## src/rtl/mc_ctrl_seq.sv

```systemverilog
// Multicycle MIPS control sequencer: a registered state machine with memory wait states,
// optional ADDI/BNE decode, illegal-opcode flagging and a retired-instruction counter.
module mc_ctrl_seq #(
   parameter int unsigned CNT_W  = 32,
   parameter bit          EN_IMM = 1'b1,
   parameter bit          EN_BNE = 1'b1
) (
   input  logic             clk,
   input  logic             reset_n,
   input  logic [5:0]       opcode,
   input  logic             mem_ready,
   output logic             pc_write,
   output logic             pc_write_cond,
   output logic             pc_write_cond_ne,
   output logic             iord,
   output logic             mem_read,
   output logic             mem_write,
   output logic             ir_write,
   output logic             mem_to_reg,
   output logic             alu_src_a,
   output logic             reg_write,
   output logic             reg_dst,
   output logic [1:0]       pc_source,
   output logic [1:0]       alu_op,
   output logic [1:0]       alu_src_b,
   output logic [3:0]       state,
   output logic             illegal_op,
   output logic [CNT_W-1:0] retired
);

   typedef enum logic [3:0] {
      S_FETCH  = 4'd0,
      S_DECODE = 4'd1,
      S_MEMADR = 4'd2,
      S_MEMRD  = 4'd3,
      S_MEMWB  = 4'd4,
      S_MEMWR  = 4'd5,
      S_EXEC   = 4'd6,
      S_RWB    = 4'd7,
      S_BRANCH = 4'd8,
      S_JUMP   = 4'd9,
      S_IEXEC  = 4'd10,
      S_IWB    = 4'd11,
      S_IDLE   = 4'd15
   } state_t;

   state_t           state_q, state_d;
   logic [CNT_W-1:0] retired_q, retired_d;

   logic op_lw, op_sw, op_r, op_beq, op_bne, op_j, op_addi, op_legal;

   // Disabled optional opcodes decode as nothing, so they fall through to illegal.
   assign op_lw    = (opcode == 6'b100011);
   assign op_sw    = (opcode == 6'b101011);
   assign op_r     = (opcode == 6'b000000);
   assign op_beq   = (opcode == 6'b000100);
   assign op_bne   = EN_BNE && (opcode == 6'b000101);
   assign op_j     = (opcode == 6'b000010);
   assign op_addi  = EN_IMM && (opcode == 6'b001000);
   assign op_legal = op_lw | op_sw | op_r | op_beq | op_bne | op_j | op_addi;

   always_comb begin
      state_d = S_FETCH;
      case (state_q)
         S_IDLE:   state_d = S_FETCH;
         S_FETCH:  state_d = mem_ready ? S_DECODE : S_FETCH;
         S_DECODE: begin
            if (op_lw || op_sw)        state_d = S_MEMADR;
            else if (op_r)             state_d = S_EXEC;
            else if (op_beq || op_bne) state_d = S_BRANCH;
            else if (op_j)             state_d = S_JUMP;
            else if (op_addi)          state_d = S_IEXEC;
            else                       state_d = S_FETCH;
         end
         S_MEMADR: state_d = op_sw ? S_MEMWR : S_MEMRD;
         S_MEMRD:  state_d = mem_ready ? S_MEMWB : S_MEMRD;
         S_MEMWB:  state_d = S_FETCH;
         S_MEMWR:  state_d = mem_ready ? S_FETCH : S_MEMWR;
         S_EXEC:   state_d = S_RWB;
         S_RWB:    state_d = S_FETCH;
         S_BRANCH: state_d = S_FETCH;
         S_JUMP:   state_d = S_FETCH;
         S_IEXEC:  state_d = S_IWB;
         S_IWB:    state_d = S_FETCH;
         default:  state_d = S_FETCH;
      endcase
   end

   always_comb begin
      retired_d = retired_q;
      if ((state_q == S_MEMWB) || (state_q == S_RWB) || (state_q == S_BRANCH) ||
          (state_q == S_JUMP) || (state_q == S_IWB) || ((state_q == S_MEMWR) && mem_ready))
         retired_d = retired_q + CNT_W'(1);
   end

   always_ff @(posedge clk or negedge reset_n) begin
      if (!reset_n) begin
         state_q   <= S_IDLE;
         retired_q <= '0;
      end else begin
         state_q   <= state_d;
         retired_q <= retired_d;
      end
   end

   always_comb begin
      pc_write         = 1'b0;
      pc_write_cond    = 1'b0;
      pc_write_cond_ne = 1'b0;
      iord             = 1'b0;
      mem_read         = 1'b0;
      mem_write        = 1'b0;
      ir_write         = 1'b0;
      mem_to_reg       = 1'b0;
      alu_src_a        = 1'b0;
      reg_write        = 1'b0;
      reg_dst          = 1'b0;
      pc_source        = 2'b00;
      alu_op           = 2'b00;
      alu_src_b        = 2'b00;
      illegal_op       = 1'b0;
      case (state_q)
         S_FETCH: begin
            mem_read  = 1'b1;
            alu_src_b = 2'b01;
            ir_write  = mem_ready;
            pc_write  = mem_ready;
         end
         S_DECODE: begin
            alu_src_b  = 2'b11;
            illegal_op = ~op_legal;
         end
         S_MEMADR: begin
            alu_src_a = 1'b1;
            alu_src_b = 2'b10;
         end
         S_MEMRD: begin
            mem_read = 1'b1;
            iord     = 1'b1;
         end
         S_MEMWB: begin
            reg_write  = 1'b1;
            mem_to_reg = 1'b1;
         end
         S_MEMWR: begin
            mem_write = 1'b1;
            iord      = 1'b1;
         end
         S_EXEC: begin
            alu_src_a = 1'b1;
            alu_op    = 2'b10;
         end
         S_RWB: begin
            reg_write = 1'b1;
            reg_dst   = 1'b1;
         end
         S_BRANCH: begin
            alu_src_a        = 1'b1;
            alu_op           = 2'b01;
            pc_source        = 2'b01;
            pc_write_cond    = op_beq;
            pc_write_cond_ne = op_bne;
         end
         S_JUMP: begin
            pc_write  = 1'b1;
            pc_source = 2'b10;
         end
         S_IEXEC: begin
            alu_src_a = 1'b1;
            alu_src_b = 2'b10;
         end
         S_IWB: reg_write = 1'b1;
         default: ;
      endcase
   end

   assign state   = state_q;
   assign retired = retired_q;

endmodule

```

## config.mk

```make
export PLATFORM = sky130hd
export DESIGN_NAME = mc_ctrl_seq
export DESIGN_NICKNAME = d
export VERILOG_FILES = /design/src/rtl/mc_ctrl_seq.sv
export SDC_FILE = /design/constraint.sdc
export NUM_CORES = 1
export LEC_CHECK = 0
export ABC_CLOCK_PERIOD_IN_PS = 1700
export BUFFER_PORTS_ARGS = -buffer_cell sky130_fd_sc_hd__buf_4
export CORE_ASPECT_RATIO = 0.7
export CORE_MARGIN = 4
export CORE_UTILIZATION = 47
export DETAILED_ROUTE_END_ITERATION = 8
export PLACE_DENSITY = 0.78
export SETUP_SLACK_MARGIN = 0.4
export SKIP_LAST_GASP = 1
export SYNTH_ARGS = -nofsm -noshare
export SYNTH_HDL_FRONTEND = slang
export SYNTH_SLANG_ARGS = --single-unit
```

## constraint.sdc

```tcl
create_clock -name clk -period 1.7 [get_ports clk]
set_input_delay 0.085 -clock clk [delete_from_list [all_inputs] [get_ports clk]]
set_output_delay 0.085 -clock clk [all_outputs]
set_load 0.005 [all_outputs]
```

==> results.cfg <==
[status]
outcome = complete, but fails checks
violations = setup timing

[synthesis]
top_area_cell_type_share_of_the_netlist_area_pct = 37.1
synth.distinct_cells = 44
synth_enable_flop_cells = 0
syn_area_per_cell_um2 = 9.25
synthesis.yosys.warnings = 0
netlist_area_um2 = 2160
yosys-top-cells-count = sky130_fd_sc_hd__dfrtp_1, sky130_fd_sc_hd__xor2_1, sky130_fd_sc_hd__nor4_1
postSynth.asyncResetShare_pct = 100
synth_top_cells_by_area = sky130_fd_sc_hd__dfrtp_1, sky130_fd_sc_hd__xor2_1, sky130_fd_sc_hd__nor4_1
syn-num-nets = 243
post-synth-top-count-cell = sky130_fd_sc_hd__dfrtp_1
synth_seq_cells = 36
syn-instance-count = 233
ys.flop_type = sky130_fd_sc_hd__dfrtp_1
yosysTopAreaCell = sky130_fd_sc_hd__dfrtp_1
synth-seq-area-share_pct = 42.0

[worst_setup_path]
timing.reg2reg.worst_path_depth = 5
critical_path.startpoint_type = flop
cp_data_required_time_ns = 1.87
timing.setup.critical_path_class = reg -> reg
arrival_ns = 2.27
worst-path-max-fanout = 4
worstSetupEndpointType = flop

[floorplanning]
pin_count = 63
row_count = 20
chipWidth_um = 89.0
placeableCoreArea_um2 = 4380
die_y_um = 64.7
floorplan.initialDensity_pct = 49.2
floorplan.die_area_um2 = 5750

[timing]
post-route-period-util_pct = 124
max-slew-margin-rel_pct = 67.6
unrepaired_setup_endpoints_after_global_routing = yes
final_period_minus_worst_setup_slack_ns = 2.10
clock_skew_ns = 0.00965
fin_setup_tns_ns = -4.52
max_freq_mhz = 476
setup_viol_count_final = 40
finalMaxSlewViolations = 0
final-hold-violation-count = 0
final.setup.worst_slack_ns = -0.401
max_slew.worst_pin.slew_ns = 0.486

[routing]
drt_pass1_iterations = 5
wl_mm = 11.6
route.detailed.vias_per_inst = 6.84
dr_total_vias = 2837
final_antenna_violating_net_count = 0
detail_route.iter0.violations = 340
routed_wire_length_per_instance_um = 27.9
drc = 0

[layout]
final_core_utilization_pct = 93.9
antenna_cells = 0
fin_nets = 369
proportion_of_layout_cells_with_a_drive_suffix_above_1_pct = 60.3
area_delta_synth_final_pct = 90.7
filler_cell_count = 120

[power]
p_leak_nw = 2.17
pwr_density_cell_nw_per_um2 = 1050
max_rail_drop_vdd_v = 0.00106

[clock_tree]
worst_setup_hold_path_clk_slew_ns = 0.08
max-clock-path-buffers = 2
cts_htree_levels = 2
clock_tree_from_tritoncts = built
clock-sinks = 36
worst_skew_pair.late_latency_ns = 0.31
cts_root_buffer = sky130_fd_sc_hd__clkbuf_8
total_clock_buffers_created_by_cts = 5

[global_routing]
wire_length_of_the_first_global_routing_pass_mm = 13.7
global_route.peak_usage_layer = met2
grt_pass1_vias = 2559
grt_use_met2_pct = 50.1
grtUsageTotal_pct = 31.0
use_met3_pct = 5.59
number_of_antenna_violations_at_the_first_check_in_global_routing = 0
global_route.usage.met1_pct = 42.3
grt_max_degree = 37
gr-total-overflow = 0

[place]
quantity_of_i_o_buffers_inserted_on_ports = 62
routabilityCongestion = 0.795
dpl.hpwl_mm = 4.46

[job]
drv_cap = 0

[hold_path]
worst_hold_path_type = in -> reg
hold_path_depth = 4
-- critical path, cell delays in order (launching register included) --
cell	delay, ns
sky130_fd_sc_hd__dfrtp_1	0.40
sky130_fd_sc_hd__nand4_1	0.21
sky130_fd_sc_hd__or4_4	0.53
sky130_fd_sc_hd__buf_16	0.18
sky130_fd_sc_hd__nor4_4	0.28
sky130_fd_sc_hd__xor2_1	0.36
-- report_power, final --
part           internal, mW  switching (mW)  total (mW)
combinational          1.29            1.24        2.53
sequential            0.953           0.115        1.07
clock                 0.332           0.371       0.703
-- final timing paths --
path / from / end / slack, ns
min: opcode[4] / state[3] / 0.15
min in group asynchronous: reset_n / retired[20] / 0.28
min reg2reg: retired[27] / retired[27] / 0.52
max in group asynchronous: reset_n / retired[5] / 1.04
max reg2reg: retired[10] / retired[23] / -0.40
max: retired[10] / retired[23] / -0.40
-- layer usage --
layer / up-vias / share of wire, %
li1: 1106 / -
met1: 1347 / 36
met2: 285 / 45
met3: 99 / 11
met4: 0 / 7.9
met5: - / 0
-- cells by family after synthesis --
logic type	share of synthesized area [%]
AO/OA/AOI/OAI	4.82
XOR/XNOR	13.0
adder cells (fa/ha/maj)	0.580
buffers and inverters	4.35
flip-flops	42.0
multiplexers	0.987
AND/OR/NAND/NOR	34.2
-- placed cells by master (no fill, tap or decap), types with 3 or more instances in the layout --
cell / n
sky130_fd_sc_hd__a21oi_2: 3
sky130_fd_sc_hd__and3_1: 6
sky130_fd_sc_hd__buf_12: 6
sky130_fd_sc_hd__buf_4: 94
sky130_fd_sc_hd__buf_6: 28
sky130_fd_sc_hd__buf_8: 3
sky130_fd_sc_hd__clkbuf_8: 6
sky130_fd_sc_hd__dfrtp_1: 31
sky130_fd_sc_hd__dfstp_2: 4
sky130_fd_sc_hd__inv_1: 7
sky130_fd_sc_hd__nand2_1: 11
sky130_fd_sc_hd__nand2b_4: 4
sky130_fd_sc_hd__nand3_1: 10
sky130_fd_sc_hd__nand4_1: 13
sky130_fd_sc_hd__nor2_1: 5
sky130_fd_sc_hd__nor2_4: 8
sky130_fd_sc_hd__nor3_2: 4
sky130_fd_sc_hd__nor3_4: 6
sky130_fd_sc_hd__nor4_4: 23
sky130_fd_sc_hd__o21ai_0: 3
sky130_fd_sc_hd__or2_4: 3
sky130_fd_sc_hd__xnor2_2: 3
sky130_fd_sc_hd__xor2_1: 27
-- stage by stage --
stage | power, mW | worst slack (ns) | instance area, µm² | std cells | hold slack (ns)
floorplan | 1.85 | 0.00220 | 2590 | 233 | -0.211
global placement | 2.35 | 0.0220 | 3270 | 371 | 0.0635
detailed placement | 2.36 | -0.0303 | 3270 | 371 | 0.0615
CTS | 3.65 | -0.0839 | 3890 | 406 | 0.0897
global route | 4.41 | -0.455 | 4110 | 415 | 0.155
finish | 4.30 | -0.401 | 4110 | 415 | 0.148
-- repair_timing --
| item | CTS | global route |
|---|---|---|
| endpoints found under the setup margin | 54 | 57 |
| cloned | 2 | 0 |
| hold buffers | 1 | 0 |
| pin swaps | 29 | 31 |
| gates resized for setup | 60 | 40 |
| buffers inserted | 24 | 9 |
| endpoints found under the hold margin | 32 | 0 |
-- cell type report --
cell class / count / area (µm²) / area share (%)
repair buffers: 134 / 1250 / 30.4
clock buffers: 8 / 90.1 / 2.19
inverters: 7 / 26.3 / 0.639
multi-input cells: 175 / 1770 / 43.0
flip-flops and latches: 36 / 907 / 22.1
well taps: 55 / 68.8 / 1.67
-- sequential cells by signal, summed over array words and instances (netlist names) --
register and cells:
retired 32, state 4
No activity file was read; power rests on OpenSTA's default activity.
